[config.mk]
export PLATFORM = sky130hd
export DESIGN_NAME = event_dispatcher
export DESIGN_NICKNAME = d
export VERILOG_FILES = /design/src/rtl/pdes_pkg.sv /design/src/rtl/rr_arbiter.sv /design/src/rtl/event_dispatcher.sv
export SDC_FILE = /design/constraint.sdc
export NUM_CORES = 1
export LEC_CHECK = 0
export CAP_MARGIN = 10
export CORE_MARGIN = 2
export CORE_UTILIZATION = 36
export DETAILED_ROUTE_END_ITERATION = 8
export PLACE_DENSITY = 0.87
export SYNTH_ARGS = -nofsm -noshare
export SYNTH_HDL_FRONTEND = slang
export SYNTH_HIERARCHICAL = 1
export SYNTH_SLANG_ARGS = --single-unit
[constraint.sdc]
create_clock -name clk -period 2.7 [get_ports clk]
set_input_delay 0.54 -clock clk [delete_from_list [all_inputs] [get_ports clk]]
set_output_delay 0.54 -clock clk [all_outputs]
set_load 0.02 [all_outputs]
[src/rtl/pdes_pkg.sv]
// pdes_pkg: shared message layout, dispatcher FSM encoding and bus timing defaults
package pdes_pkg;
  localparam int BUS_GAP_DEF = 2;
  localparam int TIME_LSB = 0;
  localparam int LP_W = 8;
  localparam int HIST_W = 8;
  typedef enum logic [2:0] {IDLE, FETCH, LATCH, ISSUE, RECV, RISSUE, GAP} state_e;
  function automatic int lp_lsb(input int time_wid);
    return TIME_LSB + time_wid;
  endfunction
  function automatic int hist_lsb(input int msg_wid);
    return msg_wid - HIST_W;
  endfunction
endpackage

[src/rtl/rr_arbiter.sv]
// rr_arbiter: combinational round-robin grant, searching upward from ptr with wrap-around
module rr_arbiter #(
  parameter int N = 4,
  parameter int W = $clog2(N)
) (
  input  logic [N-1:0] req,
  input  logic [W-1:0] ptr,
  output logic [N-1:0] gnt,
  output logic [W-1:0] idx
);
  logic [W-1:0] j;
  always_comb begin
    idx = '0;
    j = '0;
    for (int k = N - 1; k >= 0; k--) begin
      j = ptr + W'(k);
      idx = req[j] ? j : idx;
    end
    gnt = |req ? N'(1) << idx : '0;
  end
endmodule

[src/rtl/event_dispatcher.sv]
// event_dispatcher: moves events between the priority queue and cores over the monitored bus
module event_dispatcher
  import pdes_pkg::*;
#(
  parameter int NUM_CORE  = 4,
  parameter int NB_COREID = $clog2(NUM_CORE),
  parameter int TIME_WID  = 16,
  parameter int MSG_WID   = 32,
  parameter int BUS_GAP   = BUS_GAP_DEF
) (
  input  logic                        clk,
  input  logic                        reset,
  input  logic                        q_empty,
  output logic                        q_deq,
  input  logic [MSG_WID-1:0]          q_deq_data,
  input  logic                        q_full,
  output logic                        q_enq,
  output logic [MSG_WID-1:0]          q_enq_data,
  input  logic [NUM_CORE-1:0]         core_req,
  input  logic [NUM_CORE*MSG_WID-1:0] core_msg,
  output logic [NUM_CORE-1:0]         core_ack,
  input  logic [NUM_CORE-1:0]         core_done,
  output logic [NUM_CORE-1:0]         dispatch_vld,
  output logic [MSG_WID-1:0]          mon_msg,
  output logic                        mon_sent_vld,
  output logic                        mon_rcv_vld,
  output logic [NB_COREID-1:0]        mon_core_id,
  output logic [NUM_CORE-1:0]         core_active
);
  localparam int GW = $clog2(BUS_GAP + 1);
  state_e state_q, state_d;
  logic [MSG_WID-1:0] msg_q, msg_d;
  logic [NB_COREID-1:0] id_q, id_d, rr_q, rr_d, arb_idx, idle_idx;
  logic [NUM_CORE-1:0] act_q, act_d, arb_gnt;
  logic [GW-1:0] cnt_q, cnt_d;
  rr_arbiter #(.N(NUM_CORE), .W(NB_COREID)) u_arb (
    .req(core_req), .ptr(rr_q), .gnt(arb_gnt), .idx(arb_idx)
  );
  always_comb begin
    idle_idx = '0;
    for (int k = NUM_CORE - 1; k >= 0; k--) idle_idx = act_q[k] ? idle_idx : NB_COREID'(k);
  end
  // id_q is the dispatch target or the return grant; the two never overlap
  assign q_deq        = state_q == FETCH;
  assign q_enq        = state_q == RISSUE;
  assign q_enq_data   = msg_q;
  assign mon_msg      = msg_q;
  assign mon_sent_vld = state_q == ISSUE;
  assign mon_rcv_vld  = state_q == RISSUE;
  assign mon_core_id  = id_q;
  assign core_ack     = state_q == RECV ? NUM_CORE'(1) << id_q : '0;
  assign dispatch_vld = state_q == ISSUE ? NUM_CORE'(1) << id_q : '0;
  assign core_active  = act_q;
  always_comb begin
    state_d = state_q;
    msg_d = msg_q;
    id_d = id_q;
    rr_d = rr_q;
    cnt_d = cnt_q;
    act_d = (act_q & ~core_done) | dispatch_vld;
    case (state_q)
      IDLE: begin
        if (|arb_gnt && !q_full) begin
          id_d = arb_idx;
          state_d = RECV;
        end else if (!q_empty && !(&act_q)) begin
          id_d = idle_idx;
          state_d = FETCH;
        end
      end
      FETCH: state_d = LATCH;
      LATCH: begin
        msg_d = q_deq_data;
        state_d = ISSUE;
      end
      ISSUE: state_d = GAP;
      RECV: begin
        msg_d = core_msg[id_q*MSG_WID +: MSG_WID];
        rr_d = id_q + 1'b1;
        state_d = RISSUE;
      end
      RISSUE: state_d = GAP;
      GAP: begin
        cnt_d = cnt_q == GW'(BUS_GAP - 1) ? '0 : cnt_q + 1'b1;
        state_d = cnt_q == GW'(BUS_GAP - 1) ? IDLE : GAP;
      end
      default: state_d = IDLE;
    endcase
  end
  always_ff @(posedge clk or posedge reset) begin
    if (reset) begin
      state_q <= IDLE;
      msg_q <= '0;
      id_q <= '0;
      rr_q <= '0;
      cnt_q <= '0;
      act_q <= '0;
    end else begin
      state_q <= state_d;
      msg_q <= msg_d;
      id_q <= id_d;
      rr_q <= rr_d;
      cnt_q <= cnt_d;
      act_q <= act_d;
    end
  end
endmodule

==> results of run 1 <==
layer usage:
metal	GRT usage [%]	wire length [µm]
met1	25.6	4570
met4	7.59	225
met3	5.04	1020
met5	0	0
met2	38.3	6490
path summary, 6_finish.rpt:
path                            slack, ns                          to              startpoint
worst max-delay path                 0.19             dispatch_vld[1]  state_q[0]$_DFFE_PP0P_
worst min-delay path                 0.49        cnt_q[1]$_DFFE_PP0N_    cnt_q[0]$_DFFE_PP0N_
worst max register to register       0.55  mon_core_id[0]$_DFFE_PP0P_     rr_q[1]$_DFFE_PP0P_
worst min register to register       0.49        cnt_q[1]$_DFFE_PP0N_    cnt_q[0]$_DFFE_PP0N_
max in group asynchronous            1.86      state_q[0]$_DFFE_PP0P_                   reset
min in group asynchronous            0.61     mon_msg[10]$_DFFE_PP0N_                   reset
power groups by stage:
stage               combinational (W)  clock [W]  sequential (W)
floorplan                     0.00270          0         0.00162
global placement              0.00414          0         0.00137
detailed placement            0.00425          0         0.00139
CTS                           0.00426   0.000423         0.00138
global route                  0.00453   0.000459         0.00143
finish                        0.00422   0.000411         0.00138
critical path, delay by kind of cell (launching register included):
| kind | cells | cell delay (ns) |
|---|---|---|
| buf+inv | 1 | 0.61 |
| flops | 1 | 0.56 |
| simple gates | 2 | 0.51 |
cell usage in the layout (no fill, tap or decap), types with 2 or more instances in the layout:
master and count:
sky130_fd_sc_hd__nand2_1 33, sky130_fd_sc_hd__inv_2 3, sky130_fd_sc_hd__and2_1 9, sky130_fd_sc_hd__o21ai_0 3, sky130_fd_sc_hd__and3b_1 2, sky130_fd_sc_hd__a221oi_1 2, sky130_fd_sc_hd__nor4_1 2, sky130_fd_sc_hd__buf_4 11
sky130_fd_sc_hd__dfrtp_1 42, sky130_fd_sc_hd__ha_1 4, sky130_fd_sc_hd__mux2_1 2, sky130_fd_sc_hd__o221a_2 3, sky130_fd_sc_hd__clkbuf_1 3, sky130_fd_sc_hd__mux2i_1 33, sky130_fd_sc_hd__dfrtp_2 3, sky130_fd_sc_hd__a21oi_1 7
sky130_fd_sc_hd__nor2_1 7, sky130_fd_sc_hd__o21ai_1 34, sky130_fd_sc_hd__inv_1 10, sky130_fd_sc_hd__clkdlybuf4s50_1 253, sky130_fd_sc_hd__nor2b_1 3, sky130_fd_sc_hd__a21o_1 3, sky130_fd_sc_hd__nor3b_4 2, sky130_fd_sc_hd__mux4_2 32
sky130_fd_sc_hd__clkbuf_8 5, sky130_fd_sc_hd__a21boi_0 2
what timing repair did:
item,in CTS,in global routing
endpoints found under the hold margin,0,0
resized for setup,0,1
endpoints found under the setup margin,0,4
cell families after synthesis:
group / Yosys count / share of synthesized area, %
buffers and inverters: 73 / 15.0
XOR/XNOR: 1 / 0.246
multiplexers: 67 / 30.2
flip-flops: 45 / 31.6
AND/OR/NAND/NOR: 65 / 9.85
AO/OA/AOI/OAI: 67 / 11.7
adder cells (fa/ha/maj): 4 / 1.41
metrics by stage:
step / cells / cell area, µm²
after floorplan: 322 / 3560
after global placement: 660 / 5890
after detailed placement: 660 / 5890
after CTS: 668 / 5970
after global routing: 668 / 5970
final: 668 / 5970
area by class of cell:
cell class | count | area [µm²]
Timing Repair Buffer | 265 | 2640
Multi-Input combinational cell | 204 | 1910
Clock buffer | 8 | 80.1
Sequential cell | 45 | 1130
Inverter | 13 | 48.8
Fill cell | 789 | 3710
Tap cell | 133 | 166
state kept, by name, indices dropped and copies added (netlist names):
signal / cells
mon_msg: 32
core_active: 4
state_q: 3
cnt_q: 2
mon_core_id: 2
rr_q: 2
==> impl_metrics.py, run 1 <==
metrics = {
    "pwr": {
        "power.combinational.fraction_pct": 70.2,
        "p_per_area_nw_per_um2": 1010,
        "power.total_w": 0.00601,
        "peak_ir_drop_on_the_vdd_network_mv": 0.492,
        "power.share.clock_pct": 6.8,
        "sw_frac_of_total_pct": 43.5,
        "sequentialPowerShare_pct": 22.9,
        "power_switching_w": 0.00262,
        "cell_internal_power_dissipation_w": 0.00339,
        "power_leakage_nw": 2.33,
    },
    "global_route": {
        "track_usage_pct": 21.6,
        "first_global_vias": 3391,
        "grt_pass1_wl_um": 17500,
        "antenna_violations_before_repair": 0,
        "grt-ovfl-total": 0,
        "pin_count_of_the_biggest_net_entering_global_routing": 46,
    },
    "cts": {
        "clk_transition_reported_paths_ns": 0.08,
        "cts_setup_buffers": 0,
        "numCtsBuffers": 5,
        "insertion_delay_ns": 0.29,
        "cts_tree": "done",
        "count_of_clock_tree_sinks": 45,
        "max_root_sink_buffers": 2,
        "ctsRootBufferMaster": "sky130_fd_sc_hd__clkbuf_8",
        "htree_levels": 2,
        "cts_hold_buf": 0,
    },
    "detailed_routing": {
        "drc": 0,
        "routed_wire_length_per_instance_um": 18.4,
        "wl_um": 12300,
        "vias": 3356,
        "detailedRoute.firstIterationViolations": 96,
        "via_per_inst": 5.02,
        "iteration_count_of_the_initial_detailed_routing_pass": 4,
        "detail-route-antenna-nets": 0,
    },
    "floorplan": {
        "design.die.area_um2": 10700,
        "core_area_um2": 9680,
        "io_count": 254,
        "die_width_um": 103,
        "die-height_um": 103,
        "floorplan.initialDensity_pct": 36.7,
        "row_cnt": 36,
    },
    "setup_path": {
        "critical_path_peak_fanout": 14,
        "required_ns": 2.16,
        "slowest_delay_ns": 0.61,
        "endpoint_type_of_the_worst_setup_path": "output pin",
        "worst_ep_arrival_time_ns": 1.97,
        "timing.critical_path.from_type": "register",
        "setup.worst_path.class": "reg2out",
        "cp_slowest_cell": "sky130_fd_sc_hd__clkdlybuf4s50_1",
        "crit_path_cell_trace": "and3b_1, and2_1, clkdlybuf4s50_1",
        "ff2ff_path_depth": 6,
    },
    "yosys": {
        "area_of_the_mapped_netlist_um2": 3560,
        "post_synth.cell_area_avg_um2": 11.1,
        "yosys.area.top_type_share_pct": 31.6,
        "cell_accounting_for_the_most_synthesized_area": "sky130_fd_sc_hd__dfrtp_1",
        "synthMostInstantiatedCell": "sky130_fd_sc_hd__dfrtp_1",
        "syn-num-nets": 498,
        "seq_cells_post_synth": 45,
        "synthArstFlopShare_pct": 100,
        "synth-seq-area-share_pct": 31.6,
        "ys_top_cells_by_count": "sky130_fd_sc_hd__dfrtp_1 (45), sky130_fd_sc_hd__buf_4 (36), sky130_fd_sc_hd__o21ai_1 (34)",
        "synth_cells": 322,
        "yosys.cell_types.count": 48,
        "dominantRegCellSynth": "sky130_fd_sc_hd__dfrtp_1",
        "synth_area_leaders": "sky130_fd_sc_hd__dfrtp_1 (32%), sky130_fd_sc_hd__mux4_2 (20%), sky130_fd_sc_hd__mux2i_1 (9.3%)",
        "synth.yosys.warnings": 6,
        "synth_enable_flop_cells": 0,
    },
    "finish": {
        "drive_above_1_share_pct": 11.8,
        "area_growth_syn_to_layout_pct": 67.8,
        "final_core_util_pct": 61.7,
        "insertedDiodeCount": 0,
        "finalNetCount": 710,
    },
    "sta": {
        "setup_total_negative_slack_ns": 0,
        "slew_viol_final": 0,
        "max_clock_freq_mhz": 398,
        "timing.final.crit_period_ns": 2.51,
        "finalSetupViolations": 0,
        "worst_pin_slew_ns": 0.490,
        "fin_crit_sh_pct": 93.0,
        "slack_of_the_critical_path_ns": 0.189,
        "clock-skew-final_ns": 0.00428,
        "finalHoldViolations": 0,
        "rsz0062_at_grt": "no",
        "finalHoldWorstSlack_ns": 0.487,
        "maxSlewHeadroom_pct": 67.1,
    },
    "hold_path": {
        "min_delay_path_depth": 1,
        "hp-class": "reg2reg",
    },
    "place": {
        "place.gp.congestion": 0.819,
        "port-buffer-count": 253,
        "dpl_worst_slack_ns": -0.0555,
        "hpwl_um": 9960,
    },
    "outcome": {
        "run_status": "complete, no violations",
    },
    "flow_run": {
        "max_cap_viol_count": 0,
    },
}
Power figures use the tool's default switching activity.
==> run 2: changes to the inputs <==
- CORE_MARGIN: 2 -> 1
==> impl_metrics.py, run 2 (synthesized netlist as in run 1, its figures left out) <==
metrics = {
    "finish": {
        "post_layout_nonfiller_instances": 662,
        "fillers": 773,
        "final_area_um2": 5950,
        "insertedDiodeCount": 0,
        "drive_above_1_share_pct": 11.8,
        "multi_input_comb_area_um2": 1910,
        "layout.cells.most_common": "sky130_fd_sc_hd__clkdlybuf4s50_1",
        "area_growth_syn_to_layout_pct": 67.3,
        "finalNetCount": 708,
        "layout.area.seq_um2": 1130,
        "most-common-layout-cells": "sky130_fd_sc_hd__clkdlybuf4s50_1 (253), sky130_fd_sc_hd__dfrtp_1 (42), sky130_fd_sc_hd__o21ai_1 (34)",
        "largest_register_ffs": 32,
    },
    "pwr": {
        "sw_frac_of_total_pct": 43.9,
        "power_leakage_nw": 2.33,
        "power.share.clock_pct": 6.8,
        "sequentialPowerShare_pct": 23.4,
        "power_switching_w": 0.00264,
        "p_per_area_nw_per_um2": 1010,
        "peak_ir_drop_on_the_vdd_network_mv": 0.647,
        "power.combinational.fraction_pct": 69.7,
        "cell_internal_power_dissipation_w": 0.00337,
    },
    "place": {
        "hpwl_um": 10000,
        "dpl_worst_slack_ns": -0.0408,
        "post_dp_area_um2": 5870,
        "dp_cells": 654,
        "place.gp.congestion": 0.792,
        "port-buffer-count": 253,
    },
    "setup_path": {
        "endpoint_type_of_the_worst_setup_path": "output pin",
        "required_ns": 2.16,
        "reg2reg_setup_slack_ns": 0.55,
        "timing.critical_path.from_type": "register",
        "setup.worst_path.class": "reg2out",
        "critical_path_peak_fanout": 14,
        "worst_ep_arrival_time_ns": 1.96,
    },
    "detailed_routing": {
        "detailedRoute.firstIterationViolations": 81,
        "routed_wire_length_per_instance_um": 18.6,
        "vias": 3407,
        "route.layer.met1.wl_um": 4630,
        "detail-route-antenna-nets": 0,
        "drc": 0,
        "top_layer": "met4",
        "met3RoutedLength_um": 795,
        "total_met2_wirelength_after_detailed_routing_um": 6650,
        "wl_um": 12300,
        "iteration_count_of_the_initial_detailed_routing_pass": 4,
        "via_per_inst": 5.15,
    },
    "global_route": {
        "pin_count_of_the_biggest_net_entering_global_routing": 36,
        "antenna_violations_before_repair": 0,
        "track_usage_pct": 24.2,
        "grt-ovfl-total": 0,
        "first_global_vias": 3601,
        "grt_pass1_wl_um": 18700,
    },
    "sta": {
        "clock-skew-final_ns": 0.00657,
        "rsz0062_at_grt": "no",
        "worst_pin_slew_ns": 0.662,
        "fin_crit_sh_pct": 92.7,
        "finalHoldViolations": 0,
        "maxSlewHeadroom_pct": 55.9,
        "slack_of_the_critical_path_ns": 0.196,
        "slew_viol_final": 0,
        "timing.final.crit_period_ns": 2.50,
        "max_clock_freq_mhz": 399,
        "finalSetupViolations": 0,
        "finalHoldWorstSlack_ns": 0.483,
    },
    "floorplan": {
        "die_width_um": 101,
        "row_cnt": 35,
        "core_area_um2": 9420,
        "io_count": 254,
        "floorplan.initialDensity_pct": 37.8,
        "design.die.area_um2": 10300,
        "die-height_um": 101,
    },
    "cts": {
        "ctsRootBufferMaster": "sky130_fd_sc_hd__clkbuf_8",
        "ctsResizeCount": 0,
        "numCtsBuffers": 5,
        "htree_levels": 2,
        "cts_tree": "done",
        "insertion_delay_ns": 0.30,
        "cts_hold_buf": 0,
        "count_of_clock_tree_sinks": 45,
        "clk_transition_reported_paths_ns": 0.08,
        "max_root_sink_buffers": 2,
        "cts_setup_buffers": 0,
    },
    "flow_run": {
        "max_cap_viol_count": 0,
    },
    "outcome": {
        "run_status": "complete, no violations",
    },
    "hold_path": {
        "hp-class": "reg2reg",
    },
}
-- run 2: layer usage --
layer | global-route usage (%) | up-vias
li1 | - | 1565
met1 | 27.0 | 1695
met2 | 46.1 | 134
met3 | 4.97 | 13
met4 | 6.91 | 0
met5 | 0 | -
-- run 2: worst paths after layout --
path | cells after the start | startpoint | end
max | 3 | state_q[0]$_DFFE_PP0P_ | dispatch_vld[2]
min | 1 | cnt_q[0]$_DFFE_PP0N_ | cnt_q[1]$_DFFE_PP0N_
max reg2reg | 6 | rr_q[1]$_DFFE_PP0P_ | mon_core_id[1]$_DFFE_PP0P_
min reg2reg | 1 | cnt_q[0]$_DFFE_PP0N_ | cnt_q[1]$_DFFE_PP0N_
max in group asynchronous | 3 | reset | mon_msg[11]$_DFFE_PP0N_
min in group asynchronous | 2 | reset | core_active[3]$_DFF_PP0_
-- run 2: final cells by class --
cell class	count	area share, %
flip-flops and latches	45	19.0
clock inverters	2	0.168
well taps	129	2.71
clock buffers	6	1.22
inverters	13	0.820
repair buffers	263	44.0
multi-input cells	204	32.1
-- run 2: worst max-delay path, stage by stage, from the launching register on --
cell                              delay [ns]
sky130_fd_sc_hd__dfrtp_2                0.54
sky130_fd_sc_hd__and3b_1                0.32
sky130_fd_sc_hd__and2_1                 0.19
sky130_fd_sc_hd__clkdlybuf4s50_1        0.61
-- run 2: metrics by stage --
step,utilization [%],setup TNS (ns),power [W]
6_report,63.2,0,0.00601
2_1_floorplan,-,0,0.00432
3_5_place_dp,62.3,-0.0754,0.00564
5_1_grt,63.2,0,0.00640
4_1_cts,63.2,0,0.00607
3_3_place_gp,62.3,0,0.00549
-- run 2: power groups by stage --
stage / sequential (W) / combinational (W) / clock (W)
6_report: 0.00141 / 0.00419 / 0.000411
5_1_grt: 0.00146 / 0.00448 / 0.000456
3_5_place_dp: 0.00142 / 0.00422 / 0
2_1_floorplan: 0.00162 / 0.00270 / 0
4_1_cts: 0.00141 / 0.00423 / 0.000431
3_3_place_gp: 0.00138 / 0.00411 / 0
==> run 3: changes to the inputs <==
- CORE_UTILIZATION: 36 -> 38
- PLACE_DENSITY: 0.87 -> 0.91
- clock period: 2.7 -> 3 ns (I/O delays scaled with it)
==> impl_metrics.py, run 3 (synthesized netlist as in run 1, its figures left out) <==
metrics = {
    "pwr": {
        "peak_ir_drop_on_the_vdd_network_mv": 0.437,
        "power_leakage_nw": 2.30,
        "power.total_w": 0.00539,
        "p_per_area_nw_per_um2": 916,
    },
    "setup_path": {
        "timing.critical_path.from_type": "register",
        "endpoint_type_of_the_worst_setup_path": "output pin",
        "ff2ff_path_depth": 6,
        "setup.worst_path.class": "reg2out",
        "required_ns": 2.40,
        "slowest_delay_ns": 0.63,
        "critical_path_peak_fanout": 13,
        "critical_path.top_delay_family": "flip-flops",
        "critical_path_buf_inv_count": 1,
        "r2r_start": "rr_q[1]$_DFFE_PP0P_",
        "reg2reg_setup_slack_ns": 0.88,
        "crit_path_cell_trace": "nor3b_4, and2_1, clkdlybuf4s50_1",
        "cp_slowest_cell": "sky130_fd_sc_hd__dfrtp_1",
        "worst_ep_arrival_time_ns": 2.16,
        "crit-reg2reg-capture": "mon_core_id[0]$_DFFE_PP0P_",
    },
    "sta": {
        "worst_pin_slew_ns": 0.606,
        "rsz0062_at_grt": "no",
        "finalSetupViolations": 0,
        "max_clock_freq_mhz": 362,
        "timing.final.crit_period_ns": 2.76,
        "fin_crit_sh_pct": 92.1,
        "slew_viol_final": 0,
        "clock-skew-final_ns": 0.00500,
        "finalHoldViolations": 0,
        "maxSlewHeadroom_pct": 59.6,
        "slack_of_the_critical_path_ns": 0.238,
        "setup_total_negative_slack_ns": 0,
    },
    "detailed_routing": {
        "via_per_inst": 5.35,
        "detail-route-antenna-nets": 0,
        "routed_wire_length_per_instance_um": 19.9,
        "drc": 0,
        "iteration_count_of_the_initial_detailed_routing_pass": 4,
        "detailedRoute.firstIterationViolations": 97,
        "vias": 3411,
        "wl_um": 12700,
    },
    "finish": {
        "largest_register_ffs": 32,
        "area_growth_syn_to_layout_pct": 65.4,
        "drive_above_1_share_pct": 11.0,
        "fillers": 683,
        "most-common-layout-cells": "sky130_fd_sc_hd__clkdlybuf4s50_1 (253), sky130_fd_sc_hd__dfrtp_1 (43), sky130_fd_sc_hd__o21ai_1 (34)",
        "post_layout_nonfiller_instances": 638,
        "multi_input_comb_area_um2": 1910,
        "layout.cells.most_common": "sky130_fd_sc_hd__clkdlybuf4s50_1",
        "layout.area.seq_um2": 1130,
        "finalNetCount": 704,
    },
    "cts": {
        "cts_hold_buf": 0,
        "numCtsBuffers": 5,
        "insertion_delay_ns": 0.30,
        "ctsResizeCount": 0,
        "max_root_sink_buffers": 2,
        "htree_levels": 2,
        "count_of_clock_tree_sinks": 45,
        "clk_transition_reported_paths_ns": 0.08,
        "cts_tree": "done",
        "cts_setup_buffers": 0,
        "ctsRootBufferMaster": "sky130_fd_sc_hd__clkbuf_8",
    },
    "floorplan": {
        "floorplan.initialDensity_pct": 40.0,
        "io_count": 254,
        "die_width_um": 98.8,
        "die-height_um": 98.8,
        "row_cnt": 34,
        "design.die.area_um2": 9760,
        "core_area_um2": 8890,
    },
    "place": {
        "place.gp.congestion": 0.789,
        "dp_cells": 629,
        "dpl_worst_slack_ns": 0.233,
        "hpwl_um": 10200,
        "port-buffer-count": 253,
    },
    "outcome": {
        "run_status": "complete, no violations",
    },
    "hold_path": {
        "hold_wc_startpoint": "cnt_q[0]$_DFFE_PP0N_",
        "hp-class": "reg2reg",
        "min_delay_path_depth": 1,
        "timing.hold.worst_endpoint": "cnt_q[1]$_DFFE_PP0N_",
    },
    "global_route": {
        "first_global_vias": 3591,
        "grt_pass1_wl_um": 19100,
        "grt-ovfl-total": 0,
        "pin_count_of_the_biggest_net_entering_global_routing": 46,
        "track_usage_pct": 25.7,
        "antenna_violations_before_repair": 1,
    },
    "flow_run": {
        "max_cap_viol_count": 0,
    },
}
## run 3: changes by cell type in the layout (fill, tap and decap cells not counted)
| cell | delta |
|---|---|
| sky130_fd_sc_hd__buf_12 | -1 |
| sky130_fd_sc_hd__dfrtp_2 | -1 |
| sky130_fd_sc_hd__buf_4 | -3 |
| sky130_fd_sc_hd__diode_2 | +1 |
| sky130_fd_sc_hd__dfrtp_1 | +1 |
## run 3: worst max path at each step
stage / start / end / slack (ns) / depth (start not counted)
6_report: state_q[2]$_DFFE_PP0P_ / core_ack[2] / 0.24 / 3
5_1_grt: state_q[2]$_DFFE_PP0P_ / core_ack[2] / 0.11 / 3
4_1_cts: state_q[2]$_DFFE_PP0P_ / core_ack[2] / 0.21 / 3
3_5_place_dp: core_req[2] / mon_core_id[0]$_DFFE_PP0P_ / 0.23 / 7
3_3_place_gp: core_req[2] / mon_core_id[0]$_DFFE_PP0P_ / 0.30 / 7
2_1_floorplan: core_req[1] / mon_core_id[1]$_DFFE_PP0P_ / 0.87 / 7
## run 3: final cells by class
| cell class | instances | share of cell area, % |
|---|---|---|
| sequential | 45 | 19.2 |
| clock buffer | 6 | 1.23 |
| antenna | 1 | 0.0425 |
| tap | 108 | 2.30 |
| multi-input combinational | 204 | 32.5 |
| inverter | 13 | 0.829 |
| timing repair buffer | 259 | 43.8 |
| clock inverter | 2 | 0.170 |
## run 3: per-stage QoR
stage                     utilization [%]  hold slack [ns]  area [µm²]
after floorplan                         -            0.451        3560
after global placement               65.2            0.467        5800
after detailed placement             65.2            0.476        5800
after CTS                            66.2            0.492        5880
after global routing                 66.2            0.517        5890
final                                66.2            0.491        5890
## run 3: worst register-to-register path: stages, from the launching register on
cell,delay [ns]
sky130_fd_sc_hd__dfrtp_1,0.52
sky130_fd_sc_hd__o2bb2ai_1,0.18
sky130_fd_sc_hd__a22o_1,0.22
sky130_fd_sc_hd__and2_1,0.19
sky130_fd_sc_hd__or4_4,0.52
sky130_fd_sc_hd__a221oi_1,0.28
sky130_fd_sc_hd__a211oi_1,0.08
## run 3: metal layers
layer / part of all wire [%] / global-route usage [%]
met5: 0 / 0
met2: 54 / 47.6
met4: 2.1 / 8.04
met1: 36 / 28.6
met3: 7.4 / 7.02
## run 3: power breakdown
part | total (W) | internal (W) | switching, W
sequential | 0.00135 | 0.000915 | 0.000437
combinational | 0.00367 | 0.00192 | 0.00174
clock | 0.000373 | 0.000162 | 0.000211
==> variant 1, RTL diff (settings of run 2) <==
Re-encode `state_e` (7 states) as Gray code, 3 bits wide.
--- a/src/rtl/pdes_pkg.sv
+++ b/src/rtl/pdes_pkg.sv
@@ -4,7 +4,7 @@
   localparam int TIME_LSB = 0;
   localparam int LP_W = 8;
   localparam int HIST_W = 8;
-  typedef enum logic [2:0] {IDLE, FETCH, LATCH, ISSUE, RECV, RISSUE, GAP} state_e;
+  typedef enum logic [2:0] {IDLE = 3'b000, FETCH = 3'b001, LATCH = 3'b011, ISSUE = 3'b010, RECV = 3'b110, RISSUE = 3'b111, GAP = 3'b101} state_e;
   function automatic int lp_lsb(input int time_wid);
     return TIME_LSB + time_wid;
   endfunction
Formal check against the unedited RTL: no difference found for any inputs over 10 cycles, from zero or initial values and one cycle with reset high; not proved beyond that.
==> variant 1 against run 2 <==
- worst setup slack got worse by 0.082 ns
- total power grew 4.0%
- critical path depth is 1 higher
- cell area is 2.2% higher
- area after synthesis increased by 1.4%
- critical path type unchanged
- sequential share of layout area shrank 0.42 points
- wire length increased by 2.2%
- sequential cell count is the same
==> variant 1: results (changes against run 2) <==
global_routing:
  grt_pass1_wl_um: 18400  # was 18700 um
  grt_usage_pct: 23.3  # was 24.2%
  grt_max_degree: 46  # was 36
  grt_pass1_vias: 3569  # was 3601
power:
  powerDensity_mw_per_mm2: 1030  # was 1010 mW/mm2
  p_int_uw: 3430  # was 3370 uW
  leakagePower_uw: 0.00232  # was 0.00233 uW
  peakVddDrop_mv: 0.555  # was 0.647 mV
  seq-power_uw: 1330  # was 1410 uW
  powerComb_uw: 4420  # was 4190 uW
route:
  wl_per_cell_um: 18.6  # about the same
  drt_iter0_drc: 125  # was 81
  via_count: 3530  # was 3407
  routed_via_density: 5.22  # was 5.15
layout:
  nNonClkBuffers: 270  # was 263
  buf_share_pct: 43.9  # was 44.0%
  multi_input_area_mm2: 0.00196  # was 0.00191 mm2
  sh_seq_area_pct: 18.6  # was 19.0%
  multi_input_area_share_pct: 32.2  # was 32.1%
  clockNetworkAreaShare_pct: 1.71  # was 1.39%
  nets: 719  # was 708
  nFillCells: 762  # was 773
  inverters: 14  # was 13
  multi_input_gates: 207  # was 204
  drive_above_1_share_pct: 11.6  # was 11.8%
critical_path:
  crit_path_start: "state_q[1]"  # was state_q[0]
  reg2regPathDepth: 6  # unchanged
  regToRegSetupSlack_ns: 0.52  # was 0.55 ns
  worstPathMaxFanout: 26  # was 14
  cp-endpoint: "core_ack[1]"  # was dispatch_vld[2]
  arrival_ns: 2.05  # was 1.96 ns
  r2r_end: "mon_core_id[0]"  # was mon_core_id[1]
  crit_family: "buffers and inverters"  # unchanged
yosys:
  netlist_area_mm2: 0.00361  # was 0.00356 mm2
  synth_most_common_cell: "a21oi_1"  # was dfrtp_1
  syn_nets: 506  # was 498
  syn-mean-instance-area_um2: 10.9  # was 11.1 um2
  synth_area_leaders: "dfrtp_1, mux4_2, a21oi_1"  # was dfrtp_1, mux4_2, mux2i_1
  synth_compound_area_share_pct: 15.9  # was 11.7%
  yosysSeqAreaShare_pct: 31.2  # was 31.6%
  muxShareOfSynthArea_pct: 30.0  # was 30.2%
  synth_common_cells: "a21oi_1, dfrtp_1, buf_4"  # was dfrtp_1, buf_4, o21ai_1
  synth_xor_area_share_pct: 0.486  # was 0.246%
  synth_fa_ha_area_share_pct: 1.39  # was 1.41%
  synthDistinctLibCells: 46  # was 48
sta:
  slew-limit-headroom_pct: 64.5  # was 55.9%
  hold_ws_ns: 0.481  # was 0.483 ns
  finClkSkew_ns: 0.0103  # was 0.00657 ns
  period_share_pct: 95.8  # was 92.7%
die:
  tap_cells: 133  # was 129
place:
  dpl.hpwl_um: 10100  # was 10000 um
  place_ws_ns: 0.00450  # was -0.0408 ns
  dpl_cell_area_mm2: 0.00598  # was 0.00587 mm2
  place_inst: 669  # was 654
  place.gp.congestion: 0.766  # was 0.792
cts:
  insertion_delay_ns: 0.29
worst_hold_path:
  min_to: "cnt_q[1]"  # unchanged
  hp-start: "cnt_q[1]"  # was cnt_q[0]
  hold_depth: 1  # unchanged
run_status:
  status: "finished clean"  # unchanged
variant 1: cell count changes in the layout (fill, tap and decap cells not counted), sizes merged, moves of 2 or more:
cell / run 2 / this run
nor2b: 3 / 1
a21o: 3 / 0
o21ai: 37 / 4
a22o: 1 / 5
nor3b: 3 / 1
buf: 10 / 17
and3: 0 / 2
nand2b: 1 / 4
nand2: 33 / 0
a21oi: 7 / 70
a211oi: 1 / 3
variant 1: worst register-to-register path: cells and delay by family, from the launching register on:
kind	cells	cell delay (ns)
compound gates	4	0.82
simple gates	2	0.72
flops	1	0.51
variant 1: routing by layer:
metal  wire, um  part of all wire (%)  global-route usage, %  vias up
met5          0                     0                      0        -
met4        198                   1.6                   6.37        0
met3        935                   7.4                   4.65       19
met2       6890                    55                   44.7      182
met1       4550                    36                   25.8     1704
li1           -                     -                      -     1625
variant 1: repair_timing:
item,CTS,global route
resized for setup,0,1
buffers inserted,0,0
endpoints found under the setup margin,0,2
==> variant 2, RTL diff (settings of run 2) <==
Made on the original files. Change the parameter `MSG_WID` from 32 to 16.
--- a/src/rtl/event_dispatcher.sv
+++ b/src/rtl/event_dispatcher.sv
@@ -5,7 +5,7 @@
   parameter int NUM_CORE  = 4,
   parameter int NB_COREID = $clog2(NUM_CORE),
   parameter int TIME_WID  = 16,
-  parameter int MSG_WID   = 32,
+  parameter int MSG_WID   = 16,
   parameter int BUS_GAP   = BUS_GAP_DEF
 ) (
   input  logic                        clk,
Ports: changed (resized core_msg, mon_msg, q_deq_data and q_enq_data); port bits go from 254 to 142. No check against the original RTL was run, so the function may have changed too.
==> variant 2 against run 2 <==
- worst setup slack worse by 0.024 ns
- critical path depth stayed put
- wire length is 46% lower
- register-to-register slack better by 0.06 ns
- total power shrank 36%
- area after synthesis decreased by 34%
- sequential cell count shrank 16
- cell area is 37% lower
- clock skew is 0.0015 ns lower
- core utilization fell by 3.6 points
- count of clock-buffer cells in the layout grew 1
- via count fell by 37%
- combinational power decreased by 38%
- highest routed layer unchanged
==> variant 2: results (changes against run 2) <==
run_status:
  status: "finished clean"  # unchanged
power:
  powerComb_uw: 2590  # was 4190 uW
  leakagePower_uw: 0.00152  # was 0.00233 uW
  pwr-share-seq_pct: 22.9  # was 23.4%
  peakVddDrop_mv: 0.606  # was 0.647 mV
  p_int_uw: 2200  # was 3370 uW
sta:
  worstMarginPinSlew_ns: 0.469  # was 0.662 ns
  finClkSkew_ns: 0.00503  # was 0.00657 ns
yosys:
  syn_nets: 313  # was 498
  synth_area_leaders: "dfrtp_1, mux4_2, mux2i_1"  # unchanged
  synthDistinctLibCells: 50  # was 48
  async_flop_share_pct: 100  # unchanged
  synth_common_cells: "dfrtp_1, buf_4, mux2i_1"  # was dfrtp_1, buf_4, o21ai_1
  yosysSeqAreaShare_pct: 30.9  # was 31.6%
  netlist_instances: 217  # was 322
layout:
  drive_above_1_share_pct: 16.4  # was 11.8%
  diodes: 0  # unchanged
  instances_no_fill: 419  # was 662
  nFillCells: 545  # was 773
  multi_input_area_mm2: 0.00131  # was 0.00191 mm2
  largest_reg_flops: 16  # was 32
  nets: 438  # was 708
cts:
  insertion_delay_ns: 0.27  # was 0.30 ns
  clk_pin_slew_ns: 0.06  # was 0.08 ns
  cts-root-buf: "clkbuf_8"  # unchanged
  clockBufferDepth: 2  # unchanged
place:
  place.gp.congestion: 0.812  # was 0.792
  dpl.hpwl_um: 5350  # was 10000 um
  place_inst: 412  # was 654
  port_buffers: 141  # was 253
  dpl_cell_area_mm2: 0.00368  # was 0.00587 mm2
critical_path:
  worstPathMaxFanout: 11  # was 14
route:
  via_count: 2151  # was 3407
  drt_iter0_drc: 46  # was 81
  wl_per_cell_um: 15.9  # was 18.6 um
  dr.pass1.iters: 4  # unchanged
global_routing:
  grt_usage_pct: 18.7  # was 24.2%
  grt_max_degree: 30  # was 36
  grt_pass1_wl_um: 9400  # was 18700 um
  grt_pass1_vias: 2008  # was 3601
## variant 2: cell families after synthesis
family                     after synthesis  share of synthesized area [%]
DFF                                     29                           30.9
adders and majority gates                4                           2.13
muxes                                   35                           23.6
buffers and inverters                   48                           14.0
xor gates and xnor gates                 1                          0.373
and+or+nand+nor                         49                           13.1
AOI/OAI and AO/OA                       51                           15.9
## variant 2: metrics by stage
stage	total power [uW]	setup slack, ns
floorplan	2680	0.653
global placement	3430	0.0646
detailed placement	3500	0.00848
CTS	3860	0.158
global route	4100	0.0906
finish	3820	0.172
## variant 2: layout make-up
class | count | share of cell area, %
clock buffers | 7 | 2.29
inverters | 13 | 1.30
multi-input cells | 140 | 34.7
flip-flops and latches | 29 | 19.3
well taps | 77 | 2.56
repair buffers | 153 | 39.9
## variant 2: worst max-delay path, cell delays in order (launching register included)
cell	delay, ns
dfrtp_1	0.50
and3b_1	0.41
and2_1	0.20
clkdlybuf4s50_1	0.61
## variant 2: routing by layer
metal,up-vias,GRT usage [%],wire length [um]
li1,1024,-,-
met3,4,4.62,551
met2,79,37.1,3630
met1,1044,19.4,2440
met4,0,4.31,44
met5,-,0,0
## variant 2: path summary, 6_finish.rpt
path	slack, ns	cells after the start	startpoint	endpoint
worst max register to register	0.61	6	rr_q[1]	mon_core_id[1]
min in group asynchronous	0.64	3	reset	rr_q[0]
max in group asynchronous	1.79	3	reset	mon_msg[0]
worst min-delay path	0.49	1	cnt_q[0]	cnt_q[0]
worst max-delay path	0.17	3	state_q[2]	dispatch_vld[2]
worst min register to register	0.49	1	cnt_q[0]	cnt_q[0]
